===== config.mk =====
export PLATFORM = sky130hd
export DESIGN_NAME = uart_tx_ext
export DESIGN_NICKNAME = d
export VERILOG_FILES = /design/src/rtl/uart_pkg.sv /design/src/rtl/uart_tx_fifo.sv /design/src/rtl/uart_tx_ext.sv
export SDC_FILE = /design/constraint.sdc
export NUM_CORES = 1
export LEC_CHECK = 0
export CAP_MARGIN = 10
export CORE_ASPECT_RATIO = 1.25
export CORE_MARGIN = 2
export CORE_UTILIZATION = 35
export CTS_CLUSTER_SIZE = 10
export DETAILED_ROUTE_END_ITERATION = 8
export SLEW_MARGIN = 10
export SYNTH_ARGS = -nofsm -noshare
export SYNTH_HDL_FRONTEND = slang
export SYNTH_SLANG_ARGS = --single-unit

===== constraint.sdc =====
create_clock -name CLK -period 3.6 [get_ports CLK]
set_clock_uncertainty 0.05 [all_clocks]
set_input_delay 0.9 -clock CLK [delete_from_list [all_inputs] [get_ports CLK]]
set_output_delay 0.9 -clock CLK [all_outputs]
set_load 0.1 [all_outputs]

===== src/rtl/uart_pkg.sv =====
// uart_pkg: shared types and helpers for the UART transmit path.
// Frame states, parity-type encodings and the parity helper used at word pop.
package uart_pkg;

    typedef enum logic [2:0] {
        IDLE,
        START,
        DATA,
        PARITY,
        STOP
    } tx_state_t;

    localparam logic PAR_EVEN = 1'b0;
    localparam logic PAR_ODD  = 1'b1;

    // Widest legal data word; narrower words are zero-extended before use.
    localparam int MAX_WIDTH = 9;

    // Parity bit over the data word: even parity gives the plain XOR,
    // odd parity gives its complement. Zero-extension does not change it.
    function automatic logic calc_parity(input logic [MAX_WIDTH-1:0] data,
                                         input logic                 typ);
        logic p;
        p = ^data;
        case (typ)
            PAR_EVEN: p = ^data;
            PAR_ODD:  p = ~(^data);
        endcase
        return p;
    endfunction

endpackage


===== src/rtl/uart_tx_fifo.sv =====
// uart_tx_fifo: synchronous first-word-fall-through FIFO for the transmitter.
// Pointers carry one extra wrap bit so full and empty are told apart without
// a separate occupancy counter. Pushes when full and pops when empty are ignored.
module uart_tx_fifo #(
    parameter int WIDTH = 8,
    parameter int DEPTH = 4
) (
    input  logic             clk,
    input  logic             rst,
    input  logic             push,
    input  logic [WIDTH-1:0] wr_data,
    input  logic             pop,
    output logic [WIDTH-1:0] rd_data,
    output logic             full,
    output logic             empty
);

    localparam int AW = $clog2(DEPTH);
    localparam logic [AW:0] PTR_ONE = (AW+1)'(1);

    logic [WIDTH-1:0] mem [DEPTH];
    logic [AW:0]      wr_ptr;
    logic [AW:0]      rd_ptr;

    assign empty   = (wr_ptr == rd_ptr);
    assign full    = (wr_ptr[AW] != rd_ptr[AW]) && (wr_ptr[AW-1:0] == rd_ptr[AW-1:0]);
    assign rd_data = mem[rd_ptr[AW-1:0]];

    // Pointer advance; reset empties the queue by aligning the pointers.
    always_ff @(posedge clk or posedge rst) begin
        if (rst) begin
            wr_ptr <= '0;
            rd_ptr <= '0;
        end else begin
            if (push && !full)
                wr_ptr <= wr_ptr + PTR_ONE;
            if (pop && !empty)
                rd_ptr <= rd_ptr + PTR_ONE;
        end
    end

    // Storage array, written at the current write slot.
    always_ff @(posedge clk) begin
        if (push && !full)
            mem[wr_ptr[AW-1:0]] <= wr_data;
    end

endmodule


===== src/rtl/uart_tx_ext.sv =====
// uart_tx_ext: parametrised UART transmitter with valid/ready input.
// Frame: start, WIDTH data bits LSB first, optional parity, one or two stops.
// Build option UART_TX_FIFO_EN: DEPTH-entry FIFO in front of the frame engine;
// without it a single holding register queues one word behind the frame in flight.
module uart_tx_ext
    import uart_pkg::*;
#(
    parameter int WIDTH = 8,
    parameter int DEPTH = 4,
    parameter int DIV_W = 16
) (
    input  logic             CLK,
    input  logic             RST,
    input  logic [WIDTH-1:0] P_DATA,
    input  logic             data_valid,
    output logic             data_ready,
    input  logic             PAR_EN,
    input  logic             PAR_TYP,
    input  logic             STOP2,
    input  logic [DIV_W-1:0] DIV,
    output logic             TX_OUT,
    output logic             busy
);

    localparam int               IDX_W    = $clog2(WIDTH) + 1;
    localparam logic [IDX_W-1:0] LAST_IDX = IDX_W'(WIDTH - 1);
    localparam logic [IDX_W-1:0] IDX_ONE  = IDX_W'(1);
    localparam logic [DIV_W-1:0] DIV_ONE  = DIV_W'(1);

    if (WIDTH < 5 || WIDTH > MAX_WIDTH || DEPTH < 2 || (DEPTH & (DEPTH - 1)) != 0) begin : g_bad_param
        $error("uart_tx_ext: WIDTH must be 5..9 and DEPTH a power of two >= 2");
    end

    logic             push;
    logic             pop;
    logic             buf_empty;
    logic [WIDTH-1:0] buf_data;

    assign push = data_valid && data_ready;

`ifdef UART_TX_FIFO_EN
    logic buf_full;

    uart_tx_fifo #(
        .WIDTH (WIDTH),
        .DEPTH (DEPTH)
    ) u_fifo (
        .clk     (CLK),
        .rst     (RST),
        .push    (push),
        .wr_data (P_DATA),
        .pop     (pop),
        .rd_data (buf_data),
        .full    (buf_full),
        .empty   (buf_empty)
    );

    assign data_ready = !buf_full;
`else
    logic             hold_vld;
    logic [WIDTH-1:0] hold_data;

    // Single-word holding register; push and pop never coincide because a
    // push needs it empty and a pop needs it full.
    always_ff @(posedge CLK or posedge RST) begin
        if (RST) begin
            hold_vld  <= 1'b0;
            hold_data <= '0;
        end else if (push) begin
            hold_vld  <= 1'b1;
            hold_data <= P_DATA;
        end else if (pop) begin
            hold_vld  <= 1'b0;
        end
    end

    assign buf_empty  = !hold_vld;
    assign buf_data   = hold_data;
    assign data_ready = !hold_vld;
`endif

    tx_state_t        state_q, state_n;
    logic [WIDTH-1:0] shift_q, shift_n;
    logic [IDX_W-1:0] bit_idx_q, bit_idx_n;
    logic [DIV_W-1:0] timer_q, timer_n;
    logic [DIV_W-1:0] div_q, div_n;
    logic             stop_cnt_q, stop_cnt_n;
    logic             par_en_q, par_en_n;
    logic             stop2_q, stop2_n;
    logic             par_bit_q, par_bit_n;
    logic             tx_q, tx_n;
    logic             busy_q, busy_n;
    logic [DIV_W-1:0] div_load;
    logic             bit_end;

    // A divider of 0 behaves like 1, so the reload value never underflows.
    assign div_load = (DIV == '0) ? '0 : DIV - DIV_ONE;
    assign bit_end  = (timer_q == '0);

    // Frame state and all per-frame registers, including the registered line.
    always_ff @(posedge CLK or posedge RST) begin
        if (RST) begin
            state_q    <= IDLE;
            shift_q    <= '0;
            bit_idx_q  <= '0;
            timer_q    <= '0;
            div_q      <= '0;
            stop_cnt_q <= 1'b0;
            par_en_q   <= 1'b0;
            stop2_q    <= 1'b0;
            par_bit_q  <= 1'b0;
            tx_q       <= 1'b1;
            busy_q     <= 1'b0;
        end else begin
            state_q    <= state_n;
            shift_q    <= shift_n;
            bit_idx_q  <= bit_idx_n;
            timer_q    <= timer_n;
            div_q      <= div_n;
            stop_cnt_q <= stop_cnt_n;
            par_en_q   <= par_en_n;
            stop2_q    <= stop2_n;
            par_bit_q  <= par_bit_n;
            tx_q       <= tx_n;
            busy_q     <= busy_n;
        end
    end

    // Next-state and next-line logic; a pop latches word, parity and settings.
    always_comb begin
        state_n    = state_q;
        shift_n    = shift_q;
        bit_idx_n  = bit_idx_q;
        timer_n    = timer_q;
        div_n      = div_q;
        stop_cnt_n = stop_cnt_q;
        par_en_n   = par_en_q;
        stop2_n    = stop2_q;
        par_bit_n  = par_bit_q;
        tx_n       = tx_q;
        busy_n     = busy_q;
        pop        = 1'b0;

        if (state_q != IDLE)
            timer_n = bit_end ? div_q : timer_q - DIV_ONE;

        case (state_q)
            IDLE: pop = !buf_empty;
            START: begin
                if (bit_end) begin
                    state_n   = DATA;
                    bit_idx_n = '0;
                    tx_n      = shift_q[0];
                end
            end
            DATA: begin
                if (bit_end) begin
                    if (bit_idx_q == LAST_IDX) begin
                        if (par_en_q) begin
                            state_n = PARITY;
                            tx_n    = par_bit_q;
                        end else begin
                            state_n    = STOP;
                            stop_cnt_n = 1'b0;
                            tx_n       = 1'b1;
                        end
                    end else begin
                        bit_idx_n = bit_idx_q + IDX_ONE;
                        shift_n   = shift_q >> 1;
                        tx_n      = shift_q[1];
                    end
                end
            end
            PARITY: begin
                if (bit_end) begin
                    state_n    = STOP;
                    stop_cnt_n = 1'b0;
                    tx_n       = 1'b1;
                end
            end
            STOP: begin
                if (bit_end) begin
                    if (stop2_q && !stop_cnt_q) begin
                        stop_cnt_n = 1'b1;
                    end else if (!buf_empty) begin
                        pop = 1'b1;
                    end else begin
                        state_n = IDLE;
                        timer_n = '0;
                        tx_n    = 1'b1;
                        busy_n  = 1'b0;
                    end
                end
            end
            default: state_n = IDLE;
        endcase

        if (pop) begin
            state_n    = START;
            shift_n    = buf_data;
            bit_idx_n  = '0;
            stop_cnt_n = 1'b0;
            timer_n    = div_load;
            div_n      = div_load;
            par_en_n   = PAR_EN;
            stop2_n    = STOP2;
            par_bit_n  = calc_parity(MAX_WIDTH'(buf_data), PAR_TYP);
            tx_n       = 1'b0;
            busy_n     = 1'b1;
        end
    end

    assign TX_OUT = tx_q;
    assign busy   = busy_q;

endmodule


; ---- Word-level counts from Yosys, hierarchy flattened
; Cells that the tools add are included.
[op_classes]
bitwise_logic = 2
muxes = 57
addsub = 3
reduce_logical = 22
eq_ne = 19
[ops]
columns = operator, n
row1 = 16-bit two-way mux, 8
row2 = 16-bit zero test, 2
row3 = 8-bit two-way mux, 4
row4 = "16-bit by 1-bit subtractor with 16-bit output, second input constant", 2
row5 = "3-bit inequality test, second input constant", 10
row6 = 3-bit two-way mux, 9
row7 = 1-bit two-way mux, 26
row8 = 4-bit two-way mux, 4
row9 = 3-bit case mux with 5 select lines, 1
row10 = 7-bit AND reduction, 2
row11 = 9-bit parity, 1
row12 = "2-bit inequality test, second input constant", 4
row13 = 4-bit case mux with 2 select lines, 1
row14 = 4-bit AND reduction, 2
row15 = 8-bit AND reduction, 1
row16 = 2-bit nonzero test, 4
row17 = "3-bit by 2-bit == test with 1-bit output, second input constant", 2
row18 = 3-bit nonzero test, 2
row19 = 5-bit nonzero test, 1
row20 = "4-bit by 1-bit adder with 4-bit output, second input constant", 1
row21 = "4-bit by 3-bit == test with 1-bit output, second input constant", 1
row22 = 1-bit case mux with 2 select lines, 2
row23 = 1-bit case mux with 4 select lines, 1
row24 = 4-bit nonzero test, 1
row25 = 8 further kinds, 11
[word_totals]
out_inout_bits = 3
in_bits = 30
reg_bits = 62

; ---- Logic depth before layout (Yosys ltp)
[logic_depth]
word_depth = 8
depth_mapped = 9
mapped_depth_nobuf = 7

; ---- Worst setup path after synthesis
; OpenSTA, ideal clock, no wires.
[synth_path]
path_type = input to register
startpoint = in DIV[0]
endpoint = reg timer_q[8]
stages = 8
setup_ps = 131
t_arrival_ps = 2443
setup_slack_ps = 976
path_cell_list = inv_1 ha_1 nor3b_1 nand2_1 or3_1 nand3_4 buf_2 o32ai_1
[synth_via]
elab_chain_len = 3
word_cells_on_any_way = 4
cone_classes = add/sub: 1 / mux: 2 / reduce/logical: 1
[synth_lines]
columns = item, line_no
row1 = "start, declared", uart_tx_ext.sv:20  ; input logic [DIV_W-1:0] DIV,
row2 = 16-bit by 1-bit subtractor with 16-bit output / 16-bit zero test (equally long branches), uart_tx_ext.sv:97  ; assign div_load = (DIV == '0) ? '0 : DIV - DIV_ONE;
row3 = 16-bit two-way mux (*), uart_tx_ext.sv:97
row4 = 16-bit two-way mux (*), uart_tx_ext.sv:198  ; if (pop) begin
row5 = named net timer_n[8], uart_tx_ext.sv:85  ; logic [DIV_W-1:0] timer_q, timer_n;
row6 = "end signal, assigned", uart_tx_ext.sv:118  ; timer_q <= timer_n;
row7 = "end, declared", uart_tx_ext.sv:85
; The timed path passes the listed nets; every way through them passes the cells marked *.
; A chain may end at the register's enable or synchronous reset.

; ---- Worst setup path in the final report
[layout_path]
startpoint = reg timer_q[5]
endpoint = reg timer_q[6]
[layout_via]
elab_chain_len = 8
word_cells_on_any_way = 11
cone_classes = add/sub: 1 / mux: 9 / reduce/logical: 1
[layout_lines]
columns = item, line_no
row1 = 16-bit by 1-bit subtractor with 16-bit output / 16-bit zero test (equally long branches), "uart_tx_ext.sv:145, uart_tx_ext.sv:98"
row2 = 16-bit two-way mux, uart_tx_ext.sv:145  ; timer_n = bit_end ? div_q : timer_q - DIV_ONE;
row3 = 16-bit two-way mux, uart_tx_ext.sv:144  ; if (state_q != IDLE)
row4 = 16-bit two-way mux, uart_tx_ext.sv:185  ; end else if (!buf_empty) begin
row5 = 16-bit two-way mux, uart_tx_ext.sv:183  ; if (stop2_q && !stop_cnt_q) begin
row6 = 16-bit two-way mux, uart_tx_ext.sv:182  ; if (bit_end) begin
row7 = 16-bit two-way mux, uart_tx_ext.sv:147  ; case (state_q)
row8 = 16-bit two-way mux (*), uart_tx_ext.sv:198
row9 = named net timer_n[6], uart_tx_ext.sv:85
; Marked as above.

==> key figures <==
Critical path
  • Required time of the critical path: ~3.8 ns
  • Slowest-stage cell, CP: or4_4
  • Startpoint types: register
  • Family with the most delay on the worst path: simple AND/OR/NAND/NOR gates
  • Crit-path max FO: 19
  • CP bufs+invs: 1
  • Number of stages on the worst setup path: 6
  • Worst setup EP type: register
  • R2R cell count: 6
  • Crit-path cells: or4_4 -> or3_1 -> buf_4 -> nor4_1 -> or2_2 -> o32ai_1
  • Crit path DAT: ~3.1 ns
  • CP max stage delay: 0.58 ns
  • CP Class: reg -> reg

GRT
  • Vias in the first global route: 3246
  • Total GRT Usage: 0.184
  • Initial antenna violation count: 0
  • First-pass GRT wire length: approximately 16000 um
  • Pin count of the biggest net entering global routing: 27
  • GRT overflow: 0

Route
  • Wire per inst: between 15 and 20 um
  • Via density: 5.80
  • Post-Route M1 WL: 4280 um
  • Top routing layer in use: met4
  • Met3 wire len: approximately 330 um
  • Vias: 3176
  • DR DRC count: 0
  • Met2 WL post-DR: 4840 um
  • ANT nets after route: 0
  • DRT Wirelength: a little under 10000 um
  • Initial DRC Count: 164
  • DR pass1 iterations: 4

Yosys
  • Register area share after synthesis: 0.428
  • Syn avg cell area: 9.68 sq um
  • Syn. warnings: 0
  • Syn Std Cell Area: approximately 3600 sq um
  • Syn Inst Count: 375
  • Post-synth top flop: dfrtp_1
  • Post-synth EDFFs: 0
  • Yosys reg bits: 62
  • Cell variety after synth: a little over 60
  • Largest cells by area after synthesis: dfrtp_1 42%, mux2_2 4.3%, a21oi_1 3.2%
  • Syn nets: around 410
  • Area leader, netlist: dfrtp_1
  • Synth async-reset ratio: 1.00
  • Synth top area share: 0.420

Placed design
  • PortBufs: 32
  • HPWL after detailed placement: ~7000 um
  • GP Congestion: 0.835

Clock tree
  • H-tree depth: 3
  • Clk_lat worst skew: 0.34 ns
  • Post-CTS Hold Buffers: 0
  • Post-CTS Resized: 0
  • Clk pin slew, worst setup/hold paths: around 0.06 ns
  • TritonCTS clock tree: done
  • Clk sink count: 62
  • Clk buf depth: 2
  • CTS Root Cell: clkbuf_16
  • Post-CTS Setup Repair Bufs: 0
  • Number of CTS-inserted buffers: 9

Power
  • Peak supply drop: between 0.4 and 0.5 mV
  • Leak Pwr: ~0.0017 uW
  • PD cells: around 850 nW/um^2

STA
  • Final Hold Fails: 0
  • Minimum clock period after layout: around 2.9 ns
  • Worst-margin pin slew: approximately 0.66 ns
  • Hold_ws: between 0.4 and 0.5 ns
  • Setup violators final: 0
  • RSZ-0062 raised after global routing: no
  • Final period util: 0.808
  • Rel. slew slack: 0.558
  • Setup TNS: 0 ns
  • Slew Viols, Final: 0
  • Fmax: ~0.34 GHz

Floorplanning
  • Die area: between 10000 and 15000 sq um
  • Num rows: 41
  • Die height: ~120 um
  • Die width: around 95 um
  • Core ar.: a little over 10000 sq um
  • IO Pins: 33
  • Starting density of the core: 0.359

Worst hold path
  • WHS Path Cells: 1
  • Worst hold path type: reg -> reg

Layout
  • Final core utilization: 0.437
  • Commonest cells after routing, fill and taps aside: 61 x dfrtp_1, 29 x clkdlybuf4s50_1, 23 x a21oi_1
  • Commonest non-fill, non-tap cell in the layout: dfrtp_1
  • Fin nets: between 400 and 500
  • Ant diodes: 0
  • Layout cells sized above 1: 0.143
  • Area grow syn2layout: 21.6%

Outcome
  • Status: finished clean

Flow run
  • Max-cap viol count: 0
==> cell type report <==
| cell class | count | area, sq um |
|---|---|---|
| fillers | 958 | 5690 |
| multi-input cells | 278 | 1930 |
| flip-flops and latches | 62 | 1550 |
| repair buffers | 50 | 448 |
| clock buffers | 9 | 225 |
| well taps | 129 | 161 |
| clock inverters | 7 | 50.0 |
| inverters | 13 | 48.8 |
==> worst paths after layout <==
| kind | start | to | slack, ns |
|---|---|---|---|
| min | div_q[3]$_DFFE_PP0P_ | div_q[3]$_DFFE_PP0P_ | 0.44 |
| max reg2reg | timer_q[5]$_DFF_PP0_ | timer_q[6]$_DFF_PP0_ | 0.69 |
| min in group asynchronous | RST | buf_data[4]$_DFFE_PP0P_ | 0.82 |
| max in group asynchronous | RST | TX_OUT$_DFFE_PP1P_ | 1.95 |
| min reg2reg | div_q[3]$_DFFE_PP0P_ | div_q[3]$_DFFE_PP0P_ | 0.44 |
| max | timer_q[5]$_DFF_PP0_ | timer_q[6]$_DFF_PP0_ | 0.69 |
==> cell usage after synthesis (11+ instances only) <==
master and n:
o22ai_1 11, nor3_1 15, inv_1 13, nand2_1 21
mux2_2 14, a21oi_1 23, o21ai_0 11, or3_1 12
o32ai_1 11, o2bb2ai_1 13, nor2_1 22, clkbuf_1 15
dfrtp_1 61, xnor2_1 11
==> state kept, by name, indices dropped and copies added, names as in the netlist <==
register	count
timer_q	16
bit_idx_q	4
buf_data	8
state_q	3
shift_q	8
hold_vld	1
par_en_q	1
TX_OUT	1
par_bit_q	1
div_q	16
busy	1
stop_cnt_q	1
stop2_q	1
==> metrics by stage <==
step                      cells  power (uW)  instance area (sq um)  setup WS, ns
after floorplan             375        2500                   3630         0.976
after global placement      532        2920                   4140         0.448
after detailed placement    532        2960                   4140         0.372
after CTS                   548        3770                   4410         0.717
after global routing        548        4030                   4410         0.503
final                       548        3760                   4410         0.690
==> where the power goes <==
| part | switching [uW] | internal [uW] | leakage, uW |
|---|---|---|---|
| registers | 296 | 1030 | 0.000759 |
| clock network | 333 | 466 | 0.000128 |
| logic | 912 | 721 | 0.000839 |
| total | 1540 | 2210 | 0.00173 |
==> kinds of logic after synthesis <==
| logic type | synth area share |
|---|---|
| AND/OR/NAND/NOR | 0.191 |
| adder cells (fa/ha/maj) | 0.0138 |
| XOR/XNOR | 0.0434 |
| buffers and inverters | 0.0413 |
| AO/OA/AOI/OAI | 0.223 |
| flip-flops | 0.428 |
| multiplexers | 0.0600 |
==> routing by layer <==
metal | up-vias | GRT usage
met3 | 12 | 0.0339
met1 | 1569 | 0.236
li1 | 1509 | -
met4 | 0 | 0.0788
met5 | - | 0
met2 | 86 | 0.299
Power figures use the tool's default switching activity.
